===== src/rtl/gpio_ctrl_gen2.sv =====
// gpio_ctrl_gen2: parametrised GPIO register block with synchronised, optionally debounced inputs and interrupts
//   sys_clk, sys_rst (async, active-low)        clock and reset
//   gpio_addr, gpio_we, gpio_dat_i, gpio_dat_o  register bus from the APB slave; read data lags the address by one cycle
//   in_pad_i                                    asynchronous pad inputs
//   aux_i                                       alternate output sources, selected per bit by AUX
//   out_pad_o, oen_padoe_o                      pad outputs and output enables
//   gpio_inta_o                                 registered interrupt request
//   Macro GPIO_DEBOUNCE_EN adds per-bit debounce (DBEN/DBCNT); without it, those registers read 0.
module gpio_ctrl_gen2 #(
    parameter int GPIO_W      = 32,
    parameter int SYNC_STAGES = 2,
    parameter int DB_CNT_W    = 8
) (
    input  logic              sys_clk,
    input  logic              sys_rst,
    input  logic [31:0]       gpio_addr,
    input  logic              gpio_we,
    input  logic [31:0]       gpio_dat_i,
    output logic [31:0]       gpio_dat_o,
    input  logic [GPIO_W-1:0] in_pad_i,
    input  logic [GPIO_W-1:0] aux_i,
    output logic [GPIO_W-1:0] out_pad_o,
    output logic [GPIO_W-1:0] oen_padoe_o,
    output logic              gpio_inta_o
);
    localparam logic [31:0] A_IN    = 32'h00;
    localparam logic [31:0] A_OUT   = 32'h04;
    localparam logic [31:0] A_OE    = 32'h08;
    localparam logic [31:0] A_INTE  = 32'h0C;
    localparam logic [31:0] A_PTRIG = 32'h10;
    localparam logic [31:0] A_AUX   = 32'h14;
    localparam logic [31:0] A_CTRL  = 32'h18;
    localparam logic [31:0] A_INTS  = 32'h1C;
    localparam logic [31:0] A_SET   = 32'h20;
    localparam logic [31:0] A_CLR   = 32'h24;
    localparam logic [31:0] A_IMODE = 32'h28;
    localparam logic [31:0] A_BOTH  = 32'h2C;
    localparam logic [31:0] A_DBEN  = 32'h30;
    localparam logic [31:0] A_DBCNT = 32'h34;

    logic [GPIO_W-1:0] out_q, oe_q, inte_q, ptrig_q, aux_q, ints_q, imode_q, both_q;
    logic [GPIO_W-1:0] filt, in_d, s, wd, rise, fall, ev, w1c;
    logic [SYNC_STAGES-1:0][GPIO_W-1:0] sync_q;
    logic        ctrl_inte;
    logic [31:0] rd, rd_dben, rd_dbcnt;

    function automatic logic wr_hit(input logic we, input logic [31:0] addr, input logic [31:0] a);
        return we && addr == a;
    endfunction

    function automatic logic [31:0] zx(input logic [GPIO_W-1:0] v);
        logic [31:0] r;
        r = '0;
        r[GPIO_W-1:0] = v;
        return r;
    endfunction

    assign wd          = gpio_dat_i[GPIO_W-1:0];
    assign s           = sync_q[SYNC_STAGES-1];
    assign rise        = filt & ~in_d;
    assign fall        = ~filt & in_d;
    // level: match PTRIG polarity; edge: BOTH takes any edge, otherwise PTRIG picks the direction
    assign ev          = (imode_q & ~(filt ^ ptrig_q))
                       | (~imode_q & both_q & (rise | fall))
                       | (~imode_q & ~both_q & ((ptrig_q & rise) | (~ptrig_q & fall)));
    assign w1c         = wr_hit(gpio_we, gpio_addr, A_INTS) ? wd : '0;
    assign out_pad_o   = (out_q & ~aux_q) | (aux_i & aux_q);
    assign oen_padoe_o = oe_q;

    always_ff @(posedge sys_clk or negedge sys_rst) begin
        if (!sys_rst) begin
            out_q       <= '0;
            oe_q        <= '0;
            inte_q      <= '0;
            ptrig_q     <= '0;
            aux_q       <= '0;
            imode_q     <= '0;
            both_q      <= '0;
            ctrl_inte   <= 1'b0;
            ints_q      <= '0;
            in_d        <= '0;
            sync_q      <= '0;
            gpio_inta_o <= 1'b0;
            gpio_dat_o  <= '0;
        end else begin
            if (wr_hit(gpio_we, gpio_addr, A_OUT)) out_q <= wd;
            else if (wr_hit(gpio_we, gpio_addr, A_SET)) out_q <= out_q | wd;
            else if (wr_hit(gpio_we, gpio_addr, A_CLR)) out_q <= out_q & ~wd;
            if (wr_hit(gpio_we, gpio_addr, A_OE)) oe_q <= wd;
            if (wr_hit(gpio_we, gpio_addr, A_INTE)) inte_q <= wd;
            if (wr_hit(gpio_we, gpio_addr, A_PTRIG)) ptrig_q <= wd;
            if (wr_hit(gpio_we, gpio_addr, A_AUX)) aux_q <= wd;
            if (wr_hit(gpio_we, gpio_addr, A_IMODE)) imode_q <= wd;
            if (wr_hit(gpio_we, gpio_addr, A_BOTH)) both_q <= wd;
            if (wr_hit(gpio_we, gpio_addr, A_CTRL)) ctrl_inte <= gpio_dat_i[0];
            sync_q      <= {sync_q[SYNC_STAGES-2:0], in_pad_i};
            in_d        <= filt;
            // a fresh event is OR-ed in after the clear, so it wins over a same-cycle W1C
            ints_q      <= (ints_q & ~w1c) | (ev & inte_q & {GPIO_W{ctrl_inte}});
            gpio_inta_o <= ctrl_inte & |ints_q;
            gpio_dat_o  <= rd;
        end
    end

`ifdef GPIO_DEBOUNCE_EN
    logic [GPIO_W-1:0]                dben_q;
    logic [DB_CNT_W-1:0]              dbcnt_q;
    logic [GPIO_W-1:0][DB_CNT_W-1:0]  cnt;

    // filt follows s once it has disagreed for DBCNT+1 consecutive cycles; disabled bits pass straight through
    always_ff @(posedge sys_clk or negedge sys_rst) begin
        if (!sys_rst) begin
            dben_q  <= '0;
            dbcnt_q <= '0;
            cnt     <= '0;
            filt    <= '0;
        end else begin
            if (wr_hit(gpio_we, gpio_addr, A_DBEN)) dben_q <= wd;
            if (wr_hit(gpio_we, gpio_addr, A_DBCNT)) dbcnt_q <= gpio_dat_i[DB_CNT_W-1:0];
            for (int i = 0; i < GPIO_W; i++) begin
                filt[i] <= (!dben_q[i] || cnt[i] == dbcnt_q) ? s[i] : filt[i];
                cnt[i]  <= (!dben_q[i] || s[i] == filt[i] || cnt[i] == dbcnt_q) ? '0 : cnt[i] + 1'b1;
            end
        end
    end

    always_comb begin
        rd_dbcnt = '0;
        rd_dbcnt[DB_CNT_W-1:0] = dbcnt_q;
    end
    assign rd_dben = zx(dben_q);
`else
    always_ff @(posedge sys_clk or negedge sys_rst) begin
        if (!sys_rst) filt <= '0;
        else filt <= s;
    end

    assign rd_dben  = '0;
    assign rd_dbcnt = '0;
`endif

    always_comb begin
        case (gpio_addr)
            A_IN:    rd = zx(filt);
            A_OUT:   rd = zx(out_q);
            A_OE:    rd = zx(oe_q);
            A_INTE:  rd = zx(inte_q);
            A_PTRIG: rd = zx(ptrig_q);
            A_AUX:   rd = zx(aux_q);
            A_CTRL:  rd = {30'b0, |ints_q, ctrl_inte};
            A_INTS:  rd = zx(ints_q);
            A_IMODE: rd = zx(imode_q);
            A_BOTH:  rd = zx(both_q);
            A_DBEN:  rd = rd_dben;
            A_DBCNT: rd = rd_dbcnt;
            default: rd = '0;
        endcase
    end
endmodule

===== config.mk =====
export PLATFORM = sky130hd
export DESIGN_NAME = gpio_ctrl_gen2
export DESIGN_NICKNAME = d
export VERILOG_FILES = /design/src/rtl/gpio_ctrl_gen2.sv
export SDC_FILE = /design/constraint.sdc
export NUM_CORES = 1
export LEC_CHECK = 0
export ABC_AREA = 1
export CAP_MARGIN = 20
export CORE_AREA = 5 5 263 265
export CTS_CLUSTER_SIZE = 8
export DETAILED_ROUTE_END_ITERATION = 16
export DIE_AREA = 0 0 268 270
export GPL_TIMING_DRIVEN = 0
export PLACE_DENSITY_LB_ADDON = 0.2
export SETUP_SLACK_MARGIN = 0.02
export SYNTH_ARGS = -nofsm -noshare
export SYNTH_HDL_FRONTEND = slang
export SYNTH_SLANG_ARGS = --single-unit

===== constraint.sdc =====
create_clock -name sys_clk -period 1.1 [get_ports sys_clk]
set_input_delay 0.22 -clock sys_clk [delete_from_list [all_inputs] [get_ports sys_clk]]
set_output_delay 0.22 -clock sys_clk [all_outputs]
set_load 0.02 [all_outputs]

==> impl_metrics.tcl <==
set metrics [dict create \
    synth_largest_type_area_fraction_pct 53.09 \
    endpoint_kind "register" \
    skew_ns 0.03374 \
    post-place-ws_ns -1.808 \
    ant_nets 0 \
    initial_core_util_pct 29.60 \
    rows 95 \
    number_of_antenna_violations_at_the_first_check_in_global_routing 2 \
    clkLatencyLatePin_ns 0.62 \
    clk_path_buf_depth 3 \
    r2r_setup_slack_ns -0.58 \
    power-per-cell-area_nw_per_um2 1038 \
    synth_async_sr_flop_share_pct 100.0 \
    final_period_minus_worst_setup_slack_ns 1.684 \
    maximum_net_fanout_on_the_critical_path 3 \
    nets 3174 \
    grt_pass1_vias 19550 \
    detailed_place_hpwl_mm 49.53 \
    setup.worst_path.class "reg2reg" \
    synth_warnings 0 \
    synth_edf_count 0 \
    die-height_um 270 \
    maximum_number_of_pins_on_one_net_before_global_route_repair 110 \
    status "finished, violations left" \
    core_region_area_um2 66560 \
    timing.critical_path.from_type "register" \
    clock_tree_from_tritoncts "built" \
    synth.lib_cells_used.distinct 30 \
    violations_in_the_final_reports "hold timing, setup timing" \
    gr-total-overflow 0 \
    vias 19910 \
    n_fill_cell 5871 \
    via_per_inst 5.163 \
    setup_violators_final 385 \
    finalCritPeriodShare_pct 153.1 \
    worstHoldPathType "in2async" \
    route.final.wire_length_mm 90.09 \
    netlist_top_cells_area "sky130_fd_sc_hd__dfrtp_1 53%, sky130_fd_sc_hd__nand2_1 10%, sky130_fd_sc_hd__inv_1 5.5%" \
    prevailing_post_synth_register_cell "sky130_fd_sc_hd__dfrtp_1" \
    slew_violations 0 \
    synthCells 2337 \
    fin_util_pct 49.59 \
    finalWorstSetupSlack_ns -0.5844 \
    tightest_slew_ns 0.5889 \
    synth.ff_latch_count 418 \
    clock-root-buffer "sky130_fd_sc_hd__clkbuf_16" \
    timing.critical_path.required_ns 1.58 \
    floorplan.io_pins 228 \
    clock.fmax_mhz 593.7 \
    netlist_area_um2 19700 \
    htree_levels 2 \
    final-hold-violation-count 79 \
    worst_hold_slack_ns -0.4451 \
    gp_routability_congestion 0.8756 \
    syn_area_per_cell_um2 8.431 \
    numClockSinks 418 \
    syn2layout_area_growth_pct 67.52 \
    design.die.area_um2 72360 \
    crit_arrival_ns 2.17 \
    max-cap-violations 0 \
    grt_first_pass_wirelength_mm 123.8 \
    numCtsBuffers 58 \
    first_iter_violations 1776 \
    placement.io_buffers 226 \
    yosys.area.top_type "sky130_fd_sc_hd__dfrtp_1" \
    commonest_non_fill_non_tap_cell_in_the_layout "sky130_fd_sc_hd__dfrtp_1" \
    dr.pass1.iters 7 \
    wl_cell_um 23.36 \
    grt_use_total_pct 22.46 \
    cellLeakagePower_nw 15.28 \
    horizontal_extent_of_the_die_um 268 \
    synth.yosys.seq_area_share_pct 53.09 \
    rsz0062_at_grt "true" \
    vdd_drop_max_v 0.001387 \
    layout_common_cells "399 x sky130_fd_sc_hd__dfrtp_1, 305 x sky130_fd_sc_hd__nand2_1, 206 x sky130_fd_sc_hd__buf_4, 194 x sky130_fd_sc_hd__buf_6, 186 x sky130_fd_sc_hd__inv_1" \
    syn_nets 2532 \
    worst_setup_hold_path_clk_slew_ns 0.06 \
    ratio_of_cells_with_drive_above_1_in_the_final_layout_pct 46.85 \
    slew_headroom_pct 60.74 \
    detail_route.drc_violations 0 \
]
[path summary, 6_finish.rpt]
path | from | endpoint | cells after the start
setup / recovery | ints_q[15] | gpio_dat_o[1] | 8
hold / removal | sys_rst | gpio_dat_o[26] | 1
setup reg to reg | ints_q[15] | gpio_dat_o[1] | 8
hold reg to reg | sync_q[17] | s[17] | 0
max in group asynchronous | sys_rst | aux_q[11] | 3
min in group sys_clk | in_pad_i[18] | sync_q[18] | 1
[metal layers]
layer | vias to the layer above | wire, µm | GRT usage (%)
met4 | 0 | 6243 | 10.49
met3 | 360 | 7862 | 5.092
li1 | 8842 | - | -
met2 | 1017 | 41310 | 36.13
met5 | - | 0 | 0
met1 | 9690 | 34680 | 28.73
[worst max-delay path: stages (launching register included)]
cell                       delay (ns)
sky130_fd_sc_hd__dfrtp_1         0.45
sky130_fd_sc_hd__nor2_1          0.13
sky130_fd_sc_hd__nand4_1         0.23
sky130_fd_sc_hd__nor2_4          0.25
sky130_fd_sc_hd__nand2_1         0.08
sky130_fd_sc_hd__nand2_1         0.10
sky130_fd_sc_hd__nand2_1         0.06
sky130_fd_sc_hd__nor2_1          0.14
sky130_fd_sc_hd__nand3b_1        0.12
[cell usage after synthesis (4+ instances only)]
cell type and instances:
sky130_fd_sc_hd__o31ai_1 23, sky130_fd_sc_hd__a21oi_1 54, sky130_fd_sc_hd__nand3_1 178, sky130_fd_sc_hd__nor2_2 11, sky130_fd_sc_hd__buf_6 8, sky130_fd_sc_hd__o21ai_1 161
sky130_fd_sc_hd__o21ai_0 209, sky130_fd_sc_hd__nor2_1 190, sky130_fd_sc_hd__mux2i_1 9, sky130_fd_sc_hd__nand3b_1 9, sky130_fd_sc_hd__nand4_1 33, sky130_fd_sc_hd__inv_2 5
sky130_fd_sc_hd__buf_2 63, sky130_fd_sc_hd__buf_4 6, sky130_fd_sc_hd__nor2_4 9, sky130_fd_sc_hd__nand3_4 5, sky130_fd_sc_hd__ha_1 64, sky130_fd_sc_hd__dfrtp_1 418
sky130_fd_sc_hd__nand2_2 10, sky130_fd_sc_hd__inv_1 289, sky130_fd_sc_hd__nand3_2 4, sky130_fd_sc_hd__nand2_1 551, sky130_fd_sc_hd__clkbuf_1 18
[cell type report]
type                            count  area, µm²  share of cell area (%)
Clock buffer                       60       1459                   4.420
Sequential cell                   418      10480                   31.76
Tap cell                          873       1092                   3.309
Clock inverter                      3      68.82                  0.2085
Antenna cell                        1      2.502                0.007581
Inverter                          294       1154                   3.495
Buffer                             91       1653                   5.007
Multi-Input combinational cell   1535      10600                   32.12
Timing Repair Buffer              581       6492                   19.67
[power by group]
part	switching, W	internal (W)	total, W
clock network	0.00689	0.00946	0.0164
registers	0.000167	0.0156	0.0158
logic	0.00120	0.000906	0.00210
[per-stage QoR]
| step | hold WS, ns | total power (W) | instances | setup TNS, ns | area [µm²] |
|---|---|---|---|---|---|
| after global placement | 0.3335 | 0.01743 | 3436 | -8513.97 | 23310 |
| after floorplan | -0.07559 | 0.01651 | 2337 | -69.38 | 19960 |
| after detailed placement | 0.2148 | 0.01761 | 3440 | -484.79 | 23430 |
| after CTS | -0.4376 | 0.03424 | 3788 | -47.80 | 30260 |
| final | -0.4451 | 0.03426 | 3856 | -77.92 | 33010 |
| after global routing | -0.3998 | 0.03539 | 3855 | -85.37 | 33010 |
[registers in the layout, indices dropped and copies added (netlist names), named ones only]
name / flops
ptrig_q: 32
gpio_inta_o: 1
s: 32
imode_q: 32
filt: 32
ctrl_inte: 1
oen_padoe_o: 32
inte_q: 32
gpio_dat_o: 32
sync_q: 32
ints_q: 32
both_q: 32
aux_q: 32
in_d: 32
[timing repair]
item,CTS,global route
hold endpoints to repair,67,67
buffers inserted,249,76
resized for setup,1505,643
setup endpoints to repair,386,495
pin swaps,214,181
gates cloned,38,14
[kinds of logic after synthesis]
group	after synthesis	synth area share, %
AND/OR/NAND/NOR	1006	22.27
flip-flops	418	53.09
buffers and inverters	390	8.331
AO/OA/AOI/OAI	449	11.73
multiplexers	10	0.5144
adder cells (fa/ha/maj)	64	4.064
Power figures use the tool's default switching activity.
